**config.mk**
```make
export PLATFORM = sky130hd
export DESIGN_NAME = snitch_wb_arbiter
export DESIGN_NICKNAME = d
export VERILOG_FILES = /design/src/rtl/snitch_wb_arbiter.sv
export SDC_FILE = /design/constraint.sdc
export NUM_CORES = 1
export LEC_CHECK = 0
export CORE_MARGIN = 2
export CORE_UTILIZATION = 49
export CTS_BUF_LIST = sky130_fd_sc_hd__clkbuf_4 sky130_fd_sc_hd__clkbuf_8 sky130_fd_sc_hd__clkbuf_16
export DETAILED_ROUTE_END_ITERATION = 7
export PLACE_DENSITY = 0.74
export SLEW_MARGIN = 40
export SYNTH_ARGS = -nofsm -noshare
export SYNTH_HDL_FRONTEND = slang
export SYNTH_SLANG_ARGS = --single-unit
```
**constraint.sdc**
```tcl
create_clock -name clk_i -period 3.7 [get_ports clk_i]
set_clock_uncertainty 0.1 [all_clocks]
set_input_delay 0.37 -clock clk_i [delete_from_list [all_inputs] [get_ports clk_i]]
set_output_delay 0.37 -clock clk_i [all_outputs]
set_load 0.05 [all_outputs]
```
**src/rtl/snitch_wb_arbiter.sv**
```systemverilog
// Writeback arbiter: merges ALU results and buffered LSU load responses into one
// registered register-file write port, and tracks registers with outstanding loads.
module snitch_wb_arbiter #(
   parameter int unsigned  DataWidth   = 32,
   parameter int unsigned  AddrWidth   = 5,
   parameter int unsigned  LsuDepth    = 2,
   parameter bit           ZeroRegZero = 1'b1,
   localparam int unsigned NumWords    = 2 ** AddrWidth,
   localparam int unsigned CntWidth    = $clog2(LsuDepth + 1)
) (
   input  logic                        clk_i,
   input  logic                        rst_ni,
   input  logic                        alu_valid_i,
   output logic                        alu_ready_o,
   input  logic [AddrWidth-1:0]        alu_rd_i,
   input  logic [DataWidth-1:0]        alu_data_i,
   input  logic                        lsu_valid_i,
   output logic                        lsu_ready_o,
   input  logic [AddrWidth-1:0]        lsu_rd_i,
   input  logic [DataWidth-1:0]        lsu_data_i,
   input  logic                        issue_valid_i,
   input  logic [AddrWidth-1:0]        issue_rd_i,
   input  logic [1:0][AddrWidth-1:0]   chk_addr_i,
   output logic [1:0]                  chk_busy_o,
   output logic                        we_o,
   output logic [AddrWidth-1:0]        waddr_o,
   output logic [DataWidth-1:0]        wdata_o,
   output logic [CntWidth-1:0]         lsu_cnt_o
);

   localparam int unsigned PtrWidth = (LsuDepth > 1) ? $clog2(LsuDepth) : 1;

   logic [AddrWidth-1:0] fifo_rd_q   [LsuDepth];
   logic [DataWidth-1:0] fifo_data_q [LsuDepth];
   logic [PtrWidth-1:0]  rd_ptr_q, wr_ptr_q;
   logic [CntWidth-1:0]  cnt_q;
   logic [NumWords-1:0]  busy_q, busy_d;

   logic                 fifo_full, fifo_empty;
   logic                 push, pop, alu_fire, win_valid;
   logic [AddrWidth-1:0] head_rd, win_rd;
   logic [DataWidth-1:0] head_data, win_data;

   function automatic logic [PtrWidth-1:0] ptr_inc(input logic [PtrWidth-1:0] p);
      if (p == PtrWidth'(LsuDepth - 1)) return '0;
      return p + PtrWidth'(1);
   endfunction

   function automatic logic is_zero_reg(input logic [AddrWidth-1:0] rd);
      return ZeroRegZero && (rd == '0);
   endfunction

   assign fifo_full  = (cnt_q == CntWidth'(LsuDepth));
   assign fifo_empty = (cnt_q == '0);
   assign head_rd    = fifo_rd_q[rd_ptr_q];
   assign head_data  = fifo_data_q[rd_ptr_q];

   // A full FIFO takes priority so load responses can never be starved indefinitely.
   assign alu_fire    = alu_valid_i && !fifo_full;
   assign pop         = !fifo_empty && !alu_fire;
   assign push        = lsu_valid_i && !fifo_full;
   assign win_valid   = alu_fire || pop;
   assign win_rd      = alu_fire ? alu_rd_i   : head_rd;
   assign win_data    = alu_fire ? alu_data_i : head_data;

   assign alu_ready_o = !(fifo_full && alu_valid_i);
   assign lsu_ready_o = !fifo_full;
   assign lsu_cnt_o   = cnt_q;
   assign chk_busy_o[0] = busy_q[chk_addr_i[0]];
   assign chk_busy_o[1] = busy_q[chk_addr_i[1]];

   // Issue is applied after the pop clear so a same-edge set wins.
   always_comb begin
      busy_d = busy_q;
      if (pop) busy_d[head_rd] = 1'b0;
      if (issue_valid_i && !is_zero_reg(issue_rd_i)) busy_d[issue_rd_i] = 1'b1;
   end

   always_ff @(posedge clk_i or negedge rst_ni) begin
      if (!rst_ni) begin
         rd_ptr_q <= '0;
         wr_ptr_q <= '0;
         cnt_q    <= '0;
         busy_q   <= '0;
         we_o     <= 1'b0;
         waddr_o  <= '0;
         wdata_o  <= '0;
      end else begin
         if (push) wr_ptr_q <= ptr_inc(wr_ptr_q);
         if (pop)  rd_ptr_q <= ptr_inc(rd_ptr_q);
         if (push && !pop)      cnt_q <= cnt_q + CntWidth'(1);
         else if (pop && !push) cnt_q <= cnt_q - CntWidth'(1);
         busy_q <= busy_d;
         we_o   <= win_valid && !is_zero_reg(win_rd);
         if (win_valid) begin
            waddr_o <= win_rd;
            wdata_o <= win_data;
         end
      end
   end

   // Payload storage carries no reset; occupancy alone decides what is valid.
   always_ff @(posedge clk_i) begin
      if (push) begin
         fifo_rd_q[wr_ptr_q]   <= lsu_rd_i;
         fifo_data_q[wr_ptr_q] <= lsu_data_i;
      end
   end

   always @(posedge clk_i) begin
      if (rst_ni) begin
         assert (!(issue_valid_i && busy_q[issue_rd_i] && !(pop && head_rd == issue_rd_i)));
         assert (!(alu_fire && busy_q[alu_rd_i]));
         assert (!(push && !busy_q[lsu_rd_i] && !is_zero_reg(lsu_rd_i)));
      end
   end

endmodule
```
==> flow_summary.yaml, run 1 <==
outcome:
  result_of_the_run: "finished clean"
global_route:
  globalRouteTotalUtil: 0.237
  grt-ovfl-total: 0
  grt_antenna_before_repair: 0
  grt_pass1_wl_mm: 26.0
  largest_net_degree_at_the_start_of_global_routing: 76
  grt_pass1_vias: 5174
route:
  detail_route.first_pass.iterations: 5
  drt_first_iter_violations: 373
  drt_drc_violations_left: 0
  detail_route.wirelength_mm: 16.2
  routed_wire_length_per_instance_um: 18.4
  antenna_violating_nets_post_route: 0
  num_vias: 4814
  vias_per_cell: 5.48
final_layout:
  nets: 784
  fill_cells: 976
  syn2layout_area_growth_pct: 32.6
  layout-drive-gt1-share: 0.0755
  n_antenna_cell: 0
power_and_ir_drop:
  powerDensity_nw_per_um2: 870
  power_leakage_nw: 3.34
  vdd_drop_max_uv: 539
cts:
  clock_insertion_delay_worst_skew_ps: 420
  cts_tree: "built"
  cts.reportedPaths.clkPinSlew_ps: 60
  clock_sinks: 148
  cts_made_buffers: 17
  postCtsSetupBuffers: 0
  clockBufferDepth: 2
  cts_max_level: 4
  cts.root.buffer_cell: "clkbuf_16"
synth:
  synth.top_cells.by_area: "edfxtp_1 34%, dfrtp_1 29%, mux2i_1 10%, o21ai_0 8.2%, nand2_1 5.6%"
  synth_enable_flop_cells: 74
  seq_area_frac_synth: 0.627
  synth_top_cells_by_count: "107 x o21ai_0, 96 x nand2_1, 74 x dfrtp_1, 74 x edfxtp_1, 68 x mux2i_1"
  mappedNetlistNets: 648
  postSynthRegisterBits: 148
  synth_cells: 553
  yosysTopAreaCell: "edfxtp_1"
  async_flop_share: 0.500
  synth_flop_cell: "edfxtp_1"
  syn_area_per_cell_um2: 11.7
  synth.distinct_cells: 39
  synth_top_area_frac: 0.342
  cell_area_after_synthesis_um2: 6490
  synth.most_common_cell: "o21ai_0"
  synth.yosys.warnings: 0
timing:
  finalHoldViolations: 0
  layout_min_cycle_time_ps: 3270
  layout_worst_path_cycle_share: 0.884
  worst-slew-pin-transition_ps: 703
  timing.max_slew.rel_slack: 0.531
  finalSetupTns_ps: 0
  setup_viol: 0
  setup_repair_after_global_routing_missed_its_margin: "false"
  clock.fmax_ghz: 0.306
  report.final.slew_viol_count: 0
  hold_slack_ps: 383
job:
  max_cap_viol_count: 0
critical_path:
  critPathCaptureType: "output pin"
  critPathMaxStageDelay_ps: 710
  cp_num_buf_inv: 3
  critical_path.cell_chain: "clkdlybuf4s50_1 -> buf_4 -> mux2i_1 -> a21oi_1 -> nand3_1 -> nand2_1 -> a311o_1 -> clkdlybuf4s50_1"
  largest_driver_fanout_on_the_critical_path: 11
  timing.critical_path.slowest_stage_cell: "clkdlybuf4s50_1"
  crit_type: "in2out"
  critical_path_arrival_ps: 2800
  crit_required_ps: 3230
  critical_path.most_common_cell: "clkdlybuf4s50_1"
  critical-path-top-delay-family: "buffers and inverters"
  crit_start_category: "input port"
placement:
  port_buffers: 137
  gp_routability_congestion: 0.937
  dp_hpwl_mm: 11.2
floorplanning:
  placement_rows: 42
  vert_die_dim_um: 119
  start_util: 0.496
  die_x_um: 119
  fp.coreArea_um2: 13100
  dieArea_um2: 14200
  num_io_pins: 138
worst_hold_path:
  min_path_type: "reg2reg"
-- sequential cells by signal, indices dropped and copies added (netlist names) --
signal / cells
busy_q: 32
fifo_data_q: 64
fifo_rd_q: 10
lsu_cnt_o: 2
rd_ptr_q: 1
waddr_o: 5
wdata_o: 32
we_o: 1
wr_ptr_q: 1
-- final cells by class --
class,instances,area [µm²],share of cell area
clock buffers,18,433,0.0503
clock inverters,14,160,0.0186
inverters,2,7.51,0.000872
multi-input cells,376,2290,0.266
flip-flops and latches,148,4080,0.473
well taps,176,220,0.0256
repair buffers,144,1430,0.166
-- stage by stage --
step | std cells | instance area (µm²) | utilization | power (mW) | worst slack, ps
global placement | 845 | 7990 | 0.611 | 5.69 | 473
finish | 878 | 8610 | 0.658 | 7.49 | 431
floorplan | 553 | 6490 | - | 4.75 | 34.9
CTS | 878 | 8600 | 0.658 | 7.51 | 424
detailed placement | 845 | 8000 | 0.611 | 5.78 | 452
global route | 878 | 8610 | 0.658 | 7.87 | 296
-- repair_timing --
item,CTS,global route
hold buffers,1,0
endpoints found under the hold margin,74,0
gates resized for setup,0,0
-- logic make-up after synthesis --
group                    Yosys count  share of synthesized area
AO/OA/AOI/OAI                    159                      0.130
flip-flops                       148                      0.627
AND/OR/NAND/NOR                  141                     0.0998
multiplexers                      70                      0.110
buffers and inverters             29                     0.0243
XOR/XNOR                           5                    0.00675
adder cells (fa/ha/maj)            1                    0.00193
-- placed cells by master, fill, tap and decap left out, drive strengths merged, types with 8 or more instances in the layout --
cell type	netlist	final
clkbuf	7	18
clkdlybuf4s50	0	136
clkinv	0	10
mux2i	69	69
edfxtp	74	74
nand2	96	96
nand3b	8	8
o21ai	136	136
a22oi	8	8
dfrtp	74	74
-- routing by layer --
layer  part of all wire  up-vias  GRT usage
met3              0.071       26     0.0718
met2               0.50      182      0.399
met1               0.41     2315      0.282
met5                  0        -          0
li1                   -     2291          -
met4              0.019        0      0.102
-- worst min-delay path: cells and delay by family (launching register included) --
family          cells  cell delay, ps
compound gates      1              60
flops               1             340
simple gates        1              50
-- final timing paths --
kind | start | endpoint | cells after the start | slack, ps
setup / recovery | chk_addr_i[1] | chk_busy_o[0] | 8 | 430
hold / removal | wdata_o[21] | wdata_o[21] | 2 | 380
setup reg to reg | rd_ptr_q | busy_q[8] | 4 | 1300
hold reg to reg | wdata_o[21] | wdata_o[21] | 2 | 380
max in group asynchronous | rst_ni | rd_ptr_q | 2 | 2550
min in group asynchronous | rst_ni | wdata_o[30] | 2 | 450
-- power by group --
group	switching (mW)	internal, mW
Clock	0.660	1.06
Sequential	0.431	2.37
Combinational	1.90	1.06
Total	2.99	4.49
Note: power is estimated with default switching activity, not from simulation.
==> inputs of run 2 (changes only) <==
CTS_BUF_LIST = sky130_fd_sc_hd__clkbuf_16   (was sky130_fd_sc_hd__clkbuf_4 sky130_fd_sc_hd__clkbuf_8 sky130_fd_sc_hd__clkbuf_16)
clock period = 3.3 ns   (was 3.7 ns; I/O delays follow)
==> run 2 against run 1 <==
Against the previous run:
- final cell count is 0.34% higher
- sequential share of layout area down 0.20 points
- global-route usage fell by 0.37 points
- critical path type unchanged
- largest cell class unchanged
- highest routed layer unchanged
==> flow_summary.yaml, run 2 (same netlist as run 1, synthesis figures left out) <==
global_route:
  grt_pass1_vias: 5007
  largest_net_degree_at_the_start_of_global_routing: 75
  grt-ovfl-total: 0
  grt_antenna_before_repair: 0
  globalRouteTotalUtil: 0.233
  grt_pass1_wl_mm: 25.4
timing:
  setup_repair_after_global_routing_missed_its_margin: "false"
  layout_worst_path_cycle_share: 0.764
  clock.fmax_ghz: 0.397
  report.final.slew_viol_count: 0
  setup_viol: 0
  finalSetupTns_ps: 0
  finalHoldViolations: 0
  worst-slew-pin-transition_ps: 702
  timing.max_slew.rel_slack: 0.532
  layout_min_cycle_time_ps: 2520
final_layout:
  max_flop_register: "fifo_data_q"
  n_antenna_cell: 0
  finish.instance_area_um2: 8650
  layout-drive-gt1-share: 0.0752
  fin_cells: 881
  mostFrequentLayoutCell: "clkdlybuf4s50_1"
  reg_top3: "fifo_data_q: 64 flops, busy_q: 32 flops, wdata_o: 32 flops"
  nets: 787
  syn2layout_area_growth_pct: 33.2
  largest_register_ffs: 64
  most_used_cells_in_the_layout_excluding_fill_and_tap_cells: "134 x clkdlybuf4s50_1, 107 x o21ai_0, 95 x nand2_1"
power_and_ir_drop:
  vdd_drop_max_uv: 640
  power_leakage_nw: 3.37
  powerDensity_nw_per_um2: 976
  report.power.total_mw: 8.44
route:
  met1Wirelength_mm: 6.63
  drt_drc_violations_left: 0
  vias_per_cell: 5.48
  met3_wirelength_mm: 1.18
  drt_first_iter_violations: 276
  routed_wire_length_per_instance_um: 18.2
  wl_met2_mm: 7.93
  antenna_violating_nets_post_route: 0
  num_vias: 4830
  detail_route.wirelength_mm: 16.1
  route.top_layer_used: "met4"
  detail_route.first_pass.iterations: 5
critical_path:
  largest_driver_fanout_on_the_critical_path: 16
  crit_required_ps: 2870
  critical_path_arrival_ps: 2090
  crit_type: "in2out"
  crit_start_category: "input port"
  critPathCaptureType: "output pin"
floorplanning:
  fp.coreArea_um2: 13100
  start_util: 0.496
  dieArea_um2: 14200
  die_x_um: 119
  num_io_pins: 138
  placement_rows: 42
  vert_die_dim_um: 119
cts:
  clock_sinks: 148
  clockBufferDepth: 2
  cts.root.buffer_cell: "clkbuf_16"
  postCtsSetupBuffers: 0
  cts_made_buffers: 17
  cts_max_level: 4
  clock_insertion_delay_worst_skew_ps: 410
  cts_tree: "built"
  cts.reportedPaths.clkPinSlew_ps: 60
job:
  max_cap_viol_count: 0
worst_hold_path:
  min_path_type: "reg2reg"
placement:
  port_buffers: 137
  dp_hpwl_mm: 11.2
  placed_cells_incl_taps: 848
  placedInstanceArea_um2: 8030
  gp_routability_congestion: 0.921
outcome:
  result_of_the_run: "finished clean"
## run 2: changes by cell type in the layout (fill, tap and decap cells not counted), sizes merged
cell / previous run / this run
bufinv: 3 / 4
clkinv: 10 / 4
clkdlybuf4s50: 136 / 134
buf: 7 / 12
clkbuf: 18 / 17
clkinvlp: 0 / 2
inv: 3 / 7
## run 2: timing repair
action / in CTS / in global routing
resized for setup: 0 / 0
hold buffers: 1 / 0
endpoints found under the hold margin: 74 / 0
## run 2: final cells by class
class                           instances  area [µm²]
Inverter                                2        7.51
Tap cell                              176         220
Clock inverter                         15         178
Sequential cell                       148        4080
Timing Repair Buffer                  147        1460
Fill cell                             962        4440
Multi-Input combinational cell        376        2280
Clock buffer                           17         425
## run 2: metal layers
layer	global-route usage	vias to the layer above
met5	0	-
met4	0.0796	0
met3	0.0800	26
met2	0.386	151
met1	0.287	2365
li1	-	2288
## run 2: worst paths after layout
kind	endpoint	start	slack, ps	depth (start not counted)
max	chk_busy_o[0]	chk_addr_i[1]	780	8
min	wdata_o[31]	wdata_o[31]	380	2
max reg2reg	busy_q[8]	rd_ptr_q	1020	4
min reg2reg	wdata_o[31]	wdata_o[31]	380	2
max in group asynchronous	rd_ptr_q	rst_ni	2170	2
min in group asynchronous	busy_q[2]	rst_ni	420	2
## run 2: worst max-delay path: stages
cell and delay [ps]:
clkdlybuf4s50_1 460, buf_4 270, mux2i_1 220, a22oi_1 110, nand4b_1 110, a21oi_1 50
a311o_1 340, buf_4 200
## run 2: power breakdown
part           switching (mW)  internal, mW  total (mW)
logic                    2.15          1.21        3.36
clock network           0.697          1.25        1.94
registers               0.481          2.66        3.14
total                    3.33          5.11        8.44
## run 2: metrics by stage
| step | util | setup WS (ps) | hold slack [ps] |
|---|---|---|---|
| after floorplan | - | 240 | -65.6 |
| after global placement | 0.613 | 812 | 365 |
| after detailed placement | 0.614 | 784 | 305 |
| after CTS | 0.660 | 774 | 383 |
| after global routing | 0.661 | 675 | 391 |
| final | 0.661 | 780 | 378 |
==> inputs of run 3 (changes only) <==
CORE_UTILIZATION = 46   (was 49)
PLACE_DENSITY = 0.73   (was 0.74)
clock period = 2.1 ns   (was 3.3 ns; I/O delays follow)
==> run 3 against run 2 <==
Against the previous run:
- critical path type unchanged
- largest power group unchanged
- sequential power increased by 56%
- largest cell class unchanged
- combinational power increased by 62%
- die area increased by 6.3%
- critical endpoint unchanged
==> flow_summary.yaml, run 3 (same netlist as run 1, synthesis figures left out) <==
floorplanning:
  die_x_um: 123
  fp.coreArea_um2: 13800
  placement_rows: 43
  vert_die_dim_um: 123
  dieArea_um2: 15100
  start_util: 0.470
  num_io_pins: 138
timing:
  setup_repair_after_global_routing_missed_its_margin: "true"
  finalHoldViolations: 0
  worst-slew-pin-transition_ps: 574
  setup_viol: 0
  layout_min_cycle_time_ps: 2100
  clock.fmax_ghz: 0.477
  hold_slack_ps: 181
  report.final.slew_viol_count: 0
  final_critical_path_setup_slack_ps: 1.70
  timing.max_slew.rel_slack: 0.616
  layout_worst_path_cycle_share: 0.999
route:
  vias_per_cell: 5.51
  drt_first_iter_violations: 343
  num_vias: 4950
  drt_drc_violations_left: 0
  antenna_violating_nets_post_route: 0
  detail_route.first_pass.iterations: 4
  detail_route.wirelength_mm: 16.2
  routed_wire_length_per_instance_um: 18.0
final_layout:
  max_flop_register: "fifo_data_q"
  largest_register_ffs: 64
  syn2layout_area_growth_pct: 36.9
  most_used_cells_in_the_layout_excluding_fill_and_tap_cells: "128 x clkdlybuf4s50_1, 107 x o21ai_0, 94 x nand2_1"
  mostFrequentLayoutCell: "clkdlybuf4s50_1"
  layout-drive-gt1-share: 0.120
  reg_top3: "fifo_data_q: 64 flops, busy_q: 32 flops, wdata_o: 32 flops"
  n_antenna_cell: 0
  fin_cells: 898
  nets: 800
placement:
  port_buffers: 137
  dp_hpwl_mm: 11.4
  gp_routability_congestion: 0.970
  dp_slack_ps: -107
  placed_cells_incl_taps: 858
power_and_ir_drop:
  power_frac_clock: 0.222
  share_comb_of_total_power: 0.408
  intPower_mw: 7.93
  netSwitchingFraction: 0.403
  power_leakage_nw: 3.48
  vdd_drop_max_uv: 1220
  powerDensity_nw_per_um2: 1500
  seq_power_share: 0.369
  power.net_switching_mw: 5.36
critical_path:
  crit_required_ps: 1790
  crit_start_category: "input port"
  critPathCaptureType: "output pin"
  largest_driver_fanout_on_the_critical_path: 7
  r2r-start: "rd_ptr_q"
  cp-startpoint: "chk_addr_i[1]"
  critical_path_arrival_ps: 1790
  crit_type: "in2out"
cts:
  clock_insertion_delay_worst_skew_ps: 410
  clock_sinks: 148
  cts_made_buffers: 17
  cts_tree: "built"
  cts.root.buffer_cell: "clkbuf_16"
  cts.reportedPaths.clkPinSlew_ps: 60
  cts_max_level: 4
  clockBufferDepth: 2
global_route:
  grt_antenna_before_repair: 0
  globalRouteTotalUtil: 0.225
  grt_pass1_wl_mm: 25.9
  largest_net_degree_at_the_start_of_global_routing: 45
  grt_pass1_vias: 5161
  grt-ovfl-total: 0
job:
  max_cap_viol_count: 0
outcome:
  result_of_the_run: "finished clean"
worst_hold_path:
  min_path_type: "in2async"
## run 3: routing by layer
| metal | vias up | GRT usage | wire length [µm] | share of wire |
|---|---|---|---|---|
| met3 | 45 | 0.0678 | 1200 | 0.074 |
| met4 | 0 | 0.0991 | 463 | 0.029 |
| met2 | 193 | 0.372 | 8010 | 0.49 |
| met5 | - | 0 | 0 | 0 |
| li1 | 2319 | - | - | - |
| met1 | 2393 | 0.271 | 6510 | 0.40 |
## run 3: through the flow
| stage | utilization | cell area [µm²] | power (mW) | setup TNS (ps) |
|---|---|---|---|---|
| after floorplan | - | 6530 | 8.41 | 0 |
| after global placement | 0.588 | 8140 | 10.1 | -129 |
| after detailed placement | 0.588 | 8140 | 10.3 | -211 |
| after CTS | 0.638 | 8820 | 13.3 | 0 |
| after global routing | 0.643 | 8890 | 14.0 | -99.0 |
| final | 0.643 | 8890 | 13.3 | 0 |
## run 3: final cells by class
cell class                      count  area [µm²]
Fill cell                        1063        4940
Timing Repair Buffer              160        1660
Clock buffer                       17         425
Tap cell                          180         225
Multi-Input combinational cell    376        2330
Sequential cell                   148        4080
Inverter                            2        7.51
Clock inverter                     15         159
## run 3: path summary, 6_finish.rpt
kind,slack [ps],depth (start not counted),endpoint
max in group asynchronous,1110,3,rd_ptr_q
min in group clk_i,270,1,fifo_data_q[1][3]
worst min-delay path,180,2,wdata_o[17]
worst min register to register,390,2,waddr_o[1]
worst max register to register,130,4,busy_q[2]
worst max-delay path,2,8,chk_busy_o[0]
## run 3: worst max-delay path, stage by stage
cell and delay [ps]:
clkdlybuf4s15_1 290, bufbuf_16 310, mux2i_1 210, a21oi_1 90, nand3_1 100, nand2_1 70
a311o_1 340, buf_6 160
## run 3: repair_timing
action                                 CTS  global route
gates resized for setup                  4            16
hold buffers                             1             0
setup endpoints to repair                2             6
gates cloned                             2             0
setup buffers                            3             2
pin swaps                                0             8
endpoints found under the hold margin   30             0
## run 3: power by group through the flow
stage               Clock, mW  Sequential, mW  Combinational (mW)
floorplan                   0            6.05                2.35
global placement            0            4.89                5.24
detailed placement          0            4.92                5.37
CTS                      2.99            4.89                5.41
global route             3.13            5.03                5.84
finish                   2.96            4.91                5.43
